File: src/rtl/fetch_queue.sv
// Instruction buffer between fetch and decode: accepts one or two sequential
// instructions per cycle and hands one per cycle to decode with its fetch exception flags.
module fetch_queue #(
  parameter int DEPTH = 8
) (
  input  logic                     clk,
  input  logic                     reset,
  input  logic                     flush,
  input  logic                     in_valid,
  input  logic                     in_two,
  output logic                     in_ready,
  input  logic [31:0]              in_pc,
  input  logic [63:0]              in_instr,
  input  logic [2:0]               in_exc,
  output logic                     out_valid,
  input  logic                     out_ready,
  output logic [31:0]              out_pc,
  output logic [31:0]              out_pcplus4,
  output logic [31:0]              out_instr,
  output logic [2:0]               out_exc,
  output logic [$clog2(DEPTH):0]   count
);

  localparam int AW = $clog2(DEPTH);
  localparam int CW = AW + 1;
  localparam logic [AW-1:0] PTR_ONE    = AW'(1);
  localparam logic [AW-1:0] PTR_TWO    = AW'(2);
  localparam logic [CW-1:0] CNT_ONE    = CW'(1);
  localparam logic [CW-1:0] CNT_TWO    = CW'(2);
  localparam logic [CW-1:0] READY_MAX  = CW'(DEPTH - 2);

  logic [31:0]   pc_mem_q    [DEPTH];
  logic [31:0]   instr_mem_q [DEPTH];
  logic [2:0]    exc_mem_q   [DEPTH];

  logic [AW-1:0] head_q, head_d;
  logic [AW-1:0] tail_q, tail_d;
  logic [CW-1:0] count_q, count_d;

  logic          push_fire_s;
  logic          pop_fire_s;
  logic          push_two_s;
  logic [CW-1:0] push_n_s;
  logic [AW-1:0] tail_p1_s;

  assign in_ready    = (count_q <= READY_MAX);
  assign out_valid   = (count_q != {CW{1'b0}});
  assign count       = count_q;

  // A faulting fetch group terminates the stream, so only its first word is kept.
  assign push_two_s  = in_two && (in_exc == 3'b000);
  assign push_fire_s = in_valid && in_ready && !flush;
  assign pop_fire_s  = out_valid && out_ready && !flush;
  assign tail_p1_s   = tail_q + PTR_ONE;

  // Next-state for pointers and occupancy; flush discards everything.
  always_comb begin
    push_n_s = {CW{1'b0}};
    head_d   = head_q;
    tail_d   = tail_q;
    count_d  = count_q;
    if (push_fire_s) begin
      push_n_s = push_two_s ? CNT_TWO : CNT_ONE;
      tail_d   = push_two_s ? (tail_q + PTR_TWO) : tail_p1_s;
    end else begin
      push_n_s = {CW{1'b0}};
    end
    if (pop_fire_s) begin
      head_d = head_q + PTR_ONE;
    end else begin
      head_d = head_q;
    end
    count_d = count_q + push_n_s - {{(CW-1){1'b0}}, pop_fire_s};
    if (flush) begin
      head_d  = {AW{1'b0}};
      tail_d  = {AW{1'b0}};
      count_d = {CW{1'b0}};
    end else begin
      count_d = count_d;
    end
  end

  always_ff @(posedge clk) begin
    if (reset) begin
      head_q  <= {AW{1'b0}};
      tail_q  <= {AW{1'b0}};
      count_q <= {CW{1'b0}};
    end else begin
      head_q  <= head_d;
      tail_q  <= tail_d;
      count_q <= count_d;
    end
  end

  // Entry storage is deliberately left unreset; stale data is masked by out_valid.
  always_ff @(posedge clk) begin
    if (push_fire_s) begin
      pc_mem_q[tail_q]    <= in_pc;
      instr_mem_q[tail_q] <= in_instr[31:0];
      exc_mem_q[tail_q]   <= in_exc;
      if (push_two_s) begin
        pc_mem_q[tail_p1_s]    <= in_pc + 32'd4;
        instr_mem_q[tail_p1_s] <= in_instr[63:32];
        exc_mem_q[tail_p1_s]   <= 3'b000;
      end
    end
  end

  // Head read, zeroed when empty so decode never sees stale words.
  always_comb begin
    out_pc    = 32'd0;
    out_instr = 32'd0;
    out_exc   = 3'b000;
    if (out_valid) begin
      out_pc    = pc_mem_q[head_q];
      out_instr = instr_mem_q[head_q];
      out_exc   = exc_mem_q[head_q];
    end else begin
      out_pc    = 32'd0;
      out_instr = 32'd0;
      out_exc   = 3'b000;
    end
  end

  assign out_pcplus4 = out_pc + 32'd4;

endmodule

File: config.mk
export PLATFORM = sky130hd
export DESIGN_NAME = fetch_queue
export DESIGN_NICKNAME = d
export VERILOG_FILES = /design/src/rtl/fetch_queue.sv
export SDC_FILE = /design/constraint.sdc
export NUM_CORES = 1
export LEC_CHECK = 0
export BUFFER_PORTS_ARGS = -buffer_cell sky130_fd_sc_hd__clkbuf_2
export CAP_MARGIN = 10
export CORE_ASPECT_RATIO = 1.75
export CORE_MARGIN = 3
export CORE_UTILIZATION = 33
export CTS_BUF_LIST = sky130_fd_sc_hd__clkbuf_4 sky130_fd_sc_hd__clkbuf_8
export DETAILED_ROUTE_END_ITERATION = 7
export HOLD_SLACK_MARGIN = 0.1
export PLACE_DENSITY_LB_ADDON = 0.15
export SLEW_MARGIN = 30
export SYNTH_ARGS = -nofsm -noshare
export SYNTH_HDL_FRONTEND = slang
export SYNTH_SLANG_ARGS = --single-unit
File: constraint.sdc
create_clock -name clk -period 8.03 [get_ports clk]
set_input_delay 0.4015 -clock clk [delete_from_list [all_inputs] [get_ports clk]]
set_output_delay 0.4015 -clock clk [all_outputs]
set_load 0.05 [all_outputs]
# Word-level counts from Yosys, hierarchy flattened
# Memory sizes are Yosys's and may differ from the RTL's. A register that Yosys moved wholly into a read port is not among the register bits.
# Cells that the tools add are included.
[totals]
reg_bits = 10
ram_bits = 536
inputBits = 105
output_inout_bits = 105
elab_cells = 40
mem_count = 3
[mem_list]
columns = ["memory", "words", "width", "rd", "rd_clocked_by_memory_dff", "wr", "line_no", "text"]
rows = [
  ["instr_mem_q", 8, 32, 1, 1, 2, "33", "logic [31:0] instr_mem_q [DEPTH];"],
  ["pc_mem_q", 8, 32, 1, 1, 2, "32", "logic [31:0] pc_mem_q [DEPTH];"],
  ["exc_mem_q", 8, 3, 1, 1, 2, "34", "logic [2:0] exc_mem_q [DEPTH];"],
]
[classes]
add_sub_neg = 7
order_cmp = 1
muxes = 17
reduce_logical = 9
[ops]
columns = ["op", "count"]
rows = [
  ["$add 32x3->32 const B", 2],
  ["$mux 32", 2],
  ["$mux 3", 8],
  ["$add 3x1->3 const B", 2],
  ["$logic_and 1x1->1", 5],
  ["$mux 1", 5],
  ["$add 4x4->4", 1],
  ["$le 4x3->1 const B", 1],
  ["$mux 2", 2],
  ["$reduce_bool 4->1", 1],
  ["$sub 4x1->4", 1],
  ["$add 3x2->3 const B", 1],
  ["$logic_not 3->1", 1],
  ["$reduce_or 2->1", 1],
  ["$logic_not 1->1", 1],
]

# Logic depth before layout (Yosys ltp)
# Gate-level depths: netlist (run 1).
[depth]
ltp_word = 6
mapped_depth = 15
depth_no_buf = 13

# Worst setup path before layout (run 1)
# No wires, ideal clock.
[synth_path]
kind = "register to output"
from = "register count_q[2] (netlist: count[2])"
to = "output out_pcplus4[30]"
arrival_time_ns = 4.583
required_time_ns = 7.628
setup_slack_ns = 3.045
path_stages_with_launch = 12
n_path_buf = 1
cell_sequence = "dfxtp_1 -> inv_1 -> ha_1 -> nor3b_1 -> inv_1 -> clkbuf_1 -> nand2_1 -> inv_1 -> ha_1 -> nand4_4 -> nor4_2 -> xor2_1"
[synth_between]
elab_chain_cells = 3
[synth_lines]
columns = ["element", "line_no", "text"]
rows = [
  ["start, declared", "38", "logic [CW-1:0] count_q, count_d;"],
  ["start signal, assigned", "87", "count_q <= {CW{1'b0}};"],
  ["start signal, assigned", "91", "count_q <= count_d;"],
  ["$reduce_bool 4->1", "47", "assign out_valid = (count_q != {CW{1'b0}});"],
  ["via out_valid", "15", "output logic out_valid,"],
  ["$mux 32", "114", "if (out_valid) begin"],
  ["via out_pc[2]", "17", "output logic [31:0] out_pc,"],
  ["$add 32x3->32", "125", "assign out_pcplus4 = out_pc + 32'd4;"],
  ["end, declared", "18", "output logic [31:0] out_pcplus4,"],
]
# The timed path passes the listed nets, and every way through them passes these cells.

==> results of run 1 <==
worst reg2reg max path: cells and delay by family (launching register included):
kind / cells / cell delay [ps]
multiplexers: 1 / 250
flip-flops: 1 / 350
adder cells (fa/ha/maj): 1 / 170
AND/OR/NAND/NOR: 6 / 2010
buffers and inverters: 3 / 1420
cells by family after synthesis:
| kind of cell | after synthesis | synth area share (%) |
|---|---|---|
| AO/OA/AOI/OAI | 122 | 2.46 |
| XOR/XNOR | 253 | 7.61 |
| adder cells (fa/ha/maj) | 16 | 0.713 |
| buffers and inverters | 289 | 4.66 |
| flip-flops | 549 | 55.3 |
| multiplexers | 187 | 10.6 |
| AND/OR/NAND/NOR | 1339 | 18.7 |
metal layers:
layer | global-route usage, % | share of wire (%) | wire (um)
met5 | 0 | 0.056 | 57
met1 | 26.0 | 38 | 39100
met4 | 7.95 | 3.1 | 3160
met3 | 4.08 | 6.4 | 6540
met2 | 40.3 | 52 | 53300
cells in the mapped netlist (all sizes together) (2+ instances only):
cell / instances
nor2: 157
dfxtp: 37
a21oi: 59
nor4b: 2
mux2i: 91
nand3: 53
nor4: 10
clkbuf: 138
inv: 32
nand2: 1062
buf: 119
nand3b: 2
nand2b: 2
mux4: 96
nor3b: 3
a22oi: 39
nor2b: 4
o21ai: 21
ha: 15
edfxtp: 512
nand4: 6
nor3: 16
and3: 15
xor2: 105
and2: 3
xnor2: 148
state kept, by name, summed over array words and instances, names as in the netlist, named ones only:
register,cells
instr_mem_q,256
pc_mem_q,256
exc_mem_q,24
count,4
head_q,3
tail_q,3
power breakdown:
group	switching, uW	internal (uW)	leakage (uW)
registers	16.2	3170	0.00493
clock network	1170	1240	0.000909
logic	620	247	0.00682
final timing paths:
path                                      from                           end  slack, ps
setup / recovery                     flip-flop               out_pcplus4[24]       3030
hold reg to reg   exc_mem_q[6][1]$_SDFFE_PP0P_  exc_mem_q[6][1]$_SDFFE_PP0P_        460
setup reg to reg           count[3]$_SDFF_PP0_  instr_mem_q[5][19]$_DFFE_PP_       3710
hold / removal                       in_pc[22]     pc_mem_q[1][22]$_DFFE_PP_        210
metrics by stage:
stage	total power [uW]	instance area, um2	instances	worst slack (ps)
3_5_place_dp	4070	30900	3908	3700
4_1_cts	6530	33700	4175	2860
6_report	6460	33700	4182	3030
2_1_floorplan	3840	29100	2755	3050
3_3_place_gp	4060	30900	3908	3590
5_1_grt	6690	33700	4181	2600
cell type report:
cell class / count / area [um2] / share of cell area [%]
antenna: 7 / 17.5 / 0.0520
clock buffer: 129 / 1560 / 4.62
clock inverter: 30 / 135 / 0.401
inverter: 32 / 120 / 0.356
multi-input combinational: 1917 / 11800 / 35.1
sequential: 549 / 16100 / 47.9
tap: 1160 / 1450 / 4.31
timing repair buffer: 358 / 2470 / 7.33
==> results.sh, run 1 <==
export IMPL_drtIter0Drc=1753
export IMPL_async_reset_ff_share_pct=0
export IMPL_powerDensity_nw_per_um2=192
export IMPL_fin_tns_setup_ps=0
export IMPL_hpwl_mm=58.7
export IMPL_cts_tree="done"
export IMPL_overflow=0
export IMPL_htreeDepth=3
export IMPL_synth_area_leaders="edfxtp_1 53%, nand2_1 14%, mux4_2 7.4%"
export IMPL_row_count=143
export IMPL_irDropWorstVdd_v=0.000100
export IMPL_crit_chain="buf_4 -> nor2b_2 -> buf_4 -> a22oi_1 -> nand3_1 -> nor4_4 -> nand3_2 -> nor4_1 -> xnor2_1 -> clkbuf_2"
export IMPL_insertion_delay_ps=730
export IMPL_rsz0062_at_grt="false"
export IMPL_vias=21400
export IMPL_max_stage_delay_ps=730
export IMPL_ctsResizeCount=0
export IMPL_dieArea_um2=92000
export IMPL_ant_nets=0
export IMPL_gp_congestion=0.778
export IMPL_status="complete, no violations"
export IMPL_fin_crit_sh_pct=62.3
export IMPL_grt_pass1_vias=22300
export IMPL_initial_core_util_pct=33.4
export IMPL_fin_nets=3068
export IMPL_crit_buf_inv=3
export IMPL_crit_family="simple AND/OR/NAND/NOR gates"
export IMPL_fmax_mhz=200
export IMPL_drive_above_1_share_pct=18.1
export IMPL_final_common_cell="nand2_1"
export IMPL_yosysWarnings=0
export IMPL_slew_viol_final=0
export IMPL_core_um2=87100
export IMPL_clock_path_buffers=3
export IMPL_p_leak_uw=0.0127
export IMPL_slew_headroom_pct=32.3
export IMPL_finalSetupViolCount=0
export IMPL_drc=0
export IMPL_critPathKind="flip-flop to output pin"
export IMPL_syn_nets=2876
export IMPL_holdBufCountCts=108
export IMPL_drt_total_wl_mm=102
export IMPL_hold_path_class="input port to flip-flop"
export IMPL_r2r_cells=11
export IMPL_final_cell_mix="1050 x nand2_1, 512 x edfxtp_1, 209 x clkbuf_2, 150 x nor2_1, 148 x xnor2_1"
export IMPL_grt_start_max_net_pins=80
export IMPL_netlist_area_um2=29100
export IMPL_drv_cap=0
export IMPL_cp_required_ps=7630
export IMPL_tightest_slew_ps=1020
export IMPL_min_path_cells=2
export IMPL_cp_depth=10
export IMPL_viasPerCell=5.12
export IMPL_ys_ff_latch=549
export IMPL_grtUsageTotal_pct=22.2
export IMPL_synth_ff_type="edfxtp_1"
export IMPL_antenna_found_initial=10
export IMPL_crit_slowest_cell="buf_4"
export IMPL_hold_viol=0
export IMPL_syn_to_final_growth_pct=15.7
export IMPL_startpoint_type="flip-flop"
export IMPL_period_needed_ps=5000
export IMPL_die_x_um=231
export IMPL_ioPinCount=210
export IMPL_critPathMaxFanout=51
export IMPL_cts_root_buf="clkbuf_8"
export IMPL_arrival_ps=4600
export IMPL_port_buffers=209
export IMPL_clk_pin_slew_ps=70
export IMPL_yosys_cell_types_count=50
export IMPL_cts_setup_buffers=0
export IMPL_finClkSkew_ps=20.7
export IMPL_firstDrtPassIters=5
export IMPL_end_kind="output pin"
export IMPL_synth_edf_count=512
export IMPL_routedWlPerCell_um=24.4
export IMPL_synth_cells=2755
export IMPL_netlist_area_leader_share_pct=52.8
export IMPL_grt_pass1_wl_mm=148
export IMPL_syn_avg_cell_area_um2=10.6
export IMPL_fin_util_pct=38.7
export IMPL_numCtsBuffers=89
export IMPL_whs_ps=208
export IMPL_cts_sinks=549
export IMPL_fill_cells=8544
export IMPL_die_height_um=399
export IMPL_yosysSeqAreaShare_pct=55.3
export IMPL_crit_path_frequent_cell="buf_4"
export IMPL_yosys_area_top_type="edfxtp_1"
Note: power is estimated with default switching activity, not from simulation.
==> run 2: changes to the inputs <==
--- a/config.mk
+++ b/config.mk
@@ -5,6 +5,7 @@
 export SDC_FILE = /design/constraint.sdc
 export NUM_CORES = 1
 export LEC_CHECK = 0
+export ABC_AREA = 1
 export BUFFER_PORTS_ARGS = -buffer_cell sky130_fd_sc_hd__clkbuf_2
 export CAP_MARGIN = 10
 export CORE_ASPECT_RATIO = 1.75
==> constraint.sdc (replaced) <==
create_clock -name clk -period 4.6 [get_ports clk]
set_input_delay 0.23 -clock clk [delete_from_list [all_inputs] [get_ports clk]]
set_output_delay 0.23 -clock clk [all_outputs]
set_load 0.05 [all_outputs]
==> run 2 against run 1 <==
Non-clock buffer count is 44 higher. Area after synthesis is 4.1% higher. Clock skew rose by 16 ps. Largest power group unchanged. Routed wire length up 2.7%. Power increased by 79%. Synthesized cell count rose by 34%. Cell count increased by 24%. First-iteration DRC count fell by 2.7%. Register-to-register slack worse by 3000 ps. Hold slack got worse by 12 ps.
==> results.sh, run 2 <==
export IMPL_critPathMaxFanout=153
export IMPL_power_frac_comb_pct=14.0
export IMPL_synth_cells=3691
export IMPL_antenna_found_initial=8
export IMPL_fin_ws_ps=407
export IMPL_grt_start_max_net_pins=154
export IMPL_syn_to_final_growth_pct=16.5
export IMPL_ys_ff_latch=549
export IMPL_slew_headroom_pct=36.3
export IMPL_numCtsBuffers=88
export IMPL_startpoint_type="flip-flop"
export IMPL_whs_ps=196
export IMPL_clkPwrFrac_pct=38.0
export IMPL_final_cell_mix="1144 x nand2_1, 512 x edfxtp_1, 454 x o21ai_0, 325 x inv_1, 316 x nor2_1"
export IMPL_ioPinCount=210
export IMPL_grt_pass1_vias=25200
export IMPL_gp_congestion=0.875
export IMPL_htreeDepth=3
export IMPL_async_reset_ff_share_pct=0
export IMPL_dieArea_um2=95600
export IMPL_cts_root_buf="clkbuf_8"
export IMPL_yosysSeqAreaShare_pct=53.2
export IMPL_port_buffers=209
export IMPL_cp_required_ps=4370
export IMPL_yosys_cell_types_count=46
export IMPL_drive_above_1_share_pct=12.1
export IMPL_p_leak_uw=0.0150
export IMPL_final_common_cell="nand2_1"
export IMPL_firstDrtPassIters=5
export IMPL_netlist_area_leader_share_pct=50.7
export IMPL_finalSetupViolCount=0
export IMPL_status="complete, no violations"
export IMPL_initial_core_util_pct=33.4
export IMPL_drtIter0Drc=1706
export IMPL_internal_power_uw=8250
export IMPL_synth_edf_count=512
export IMPL_overflow=0
export IMPL_cts_tree="done"
export IMPL_yosys_area_top_type="edfxtp_1"
export IMPL_clock_path_buffers=3
export IMPL_p_total_uw=11600
export IMPL_hold_path_class="input port to flip-flop"
export IMPL_grt_pass1_wl_mm=157
export IMPL_synth_most_common_cell="nand2_1"
export IMPL_viasPerCell=4.95
export IMPL_power_switching_uw=3310
export IMPL_synth_ff_type="edfxtp_1"
export IMPL_end_kind="output pin"
export IMPL_row_count=146
export IMPL_switching_share_pct=28.6
export IMPL_period_needed_ps=4190
export IMPL_die_x_um=235
export IMPL_grtUsageTotal_pct=21.7
export IMPL_fin_crit_sh_pct=91.1
export IMPL_core_um2=90800
export IMPL_drc=0
export IMPL_critPathKind="flip-flop to output pin"
export IMPL_irDropWorstVdd_v=0.000166
export IMPL_syn_nets=3812
export IMPL_top_regs="instr_mem_q x256, pc_mem_q x256, exc_mem_q x24"
export IMPL_clk_pin_slew_ps=70
export IMPL_fmax_mhz=238
export IMPL_hold_viol=0
export IMPL_tightest_slew_ps=955
export IMPL_final_area_um2=35300
export IMPL_routedWlPerCell_um=20.3
export IMPL_hpwl_mm=62.8
export IMPL_drv_cap=0
export IMPL_vias=25600
export IMPL_slew_viol_final=0
export IMPL_cts_sinks=549
export IMPL_ant_nets=0
export IMPL_rsz0062_at_grt="false"
export IMPL_fin_nets=4030
export IMPL_finClkSkew_ps=36.6
export IMPL_powerDensity_nw_per_um2=328
export IMPL_seq_power_share_pct=48.0
export IMPL_insertion_delay_ps=750
export IMPL_netlist_top_cells_count="1152 x nand2_1, 512 x edfxtp_1, 454 x o21ai_0"
export IMPL_netlist_area_um2=30300
export IMPL_syn_avg_cell_area_um2=8.21
export IMPL_die_height_um=407
export IMPL_synth_area_leaders="edfxtp_1 51%, nand2_1 14%, o21ai_0 7.5%"
export IMPL_postPlaceCellArea_um2=32100
export IMPL_place_ws_ps=1050
export IMPL_arrival_ps=3960
export IMPL_fin_tns_setup_ps=0
export IMPL_drt_total_wl_mm=105
export IMPL_yosysWarnings=0
[run 2: cell types whose count changed after synthesis, sizes merged, moves of 43 or more]
cell   previous run  this run
o21ai            21       645
nand2          1062      1155
nand3            53       167
mux2i            91         0
buf             119       162
xnor2           148         7
xor2            105        44
inv              32       341
mux4             96         0
nor2            157       331
[run 2: metrics by stage]
stage / instances / util, %
floorplan: 3691 / -
global placement: 4866 / 35.4
detailed placement: 4866 / 35.4
CTS: 5161 / 38.9
global route: 5165 / 38.9
finish: 5166 / 38.9
[run 2: routing by layer]
metal | GRT usage [%] | wire length, um | share of wire, %
met1 | 25.4 | 42100 | 40
met2 | 40.0 | 54300 | 52
met3 | 3.00 | 5060 | 4.8
met4 | 8.23 | 3500 | 3.3
met5 | 0 | 21 | 0.020
[run 2: power by group through the flow]
stage,Combinational [uW],Sequential [uW],Clock [uW]
2_1_floorplan,1100,5650,0
3_3_place_gp,1540,5650,0
3_5_place_dp,1540,5650,0
4_1_cts,1640,5550,4510
5_1_grt,1790,5550,4690
6_report,1620,5550,4390
[run 2: final cells by class]
type | instances | area [um2]
fill | 9253 | 55500
multi-input combinational | 2522 | 11500
antenna | 5 | 12.5
clock buffer | 133 | 1600
sequential | 549 | 16100
timing repair buffer | 402 | 3050
clock inverter | 25 | 175
inverter | 346 | 1340
tap | 1184 | 1480
[run 2: cell families after synthesis]
kind of cell | share of synthesized area [%]
simple gates | 22.6
compound gates | 12.9
flops | 53.2
fa+ha+maj | 0.686
buf+inv | 9.06
xor+xnor | 1.57
[run 2: path summary, 6_finish.rpt]
kind | cells after the start | slack (ps) | end | startpoint
worst min register to register | 2 | 460 | exc_mem_q[3][2]$_SDFFE_PP0P_ | exc_mem_q[3][2]$_SDFFE_PP0P_
worst min-delay path | 3 | 200 | pc_mem_q[1][23]$_DFFE_PP_ | in_pc[23]
worst max register to register | 13 | 760 | instr_mem_q[7][6]$_DFFE_PP_ | count[3]$_SDFF_PP0_
worst max-delay path | 14 | 410 | out_pcplus4[27] | flip-flop
[run 2: what timing repair did]
action / CTS / global route
setup endpoints to repair: 0 / 2
buffers inserted: 0 / 0
hold endpoints to repair: 539 / 0
resized for setup: 0 / 2
hold buffers: 137 / 0
[run 2: worst max-delay path: stages, from the launching register on]
cell      delay [ps]
dfxtp_4          730
buf_12           540
nor2_1           120
nor2_1           110
nand2_1           60
nand2_1           90
nand2_1           60
nand2_1          250
nand3_1          140
nor2_1           170
nand2_1           70
nor2_1           150
nand3_1           90
nand2_1          120
clkbuf_2         290
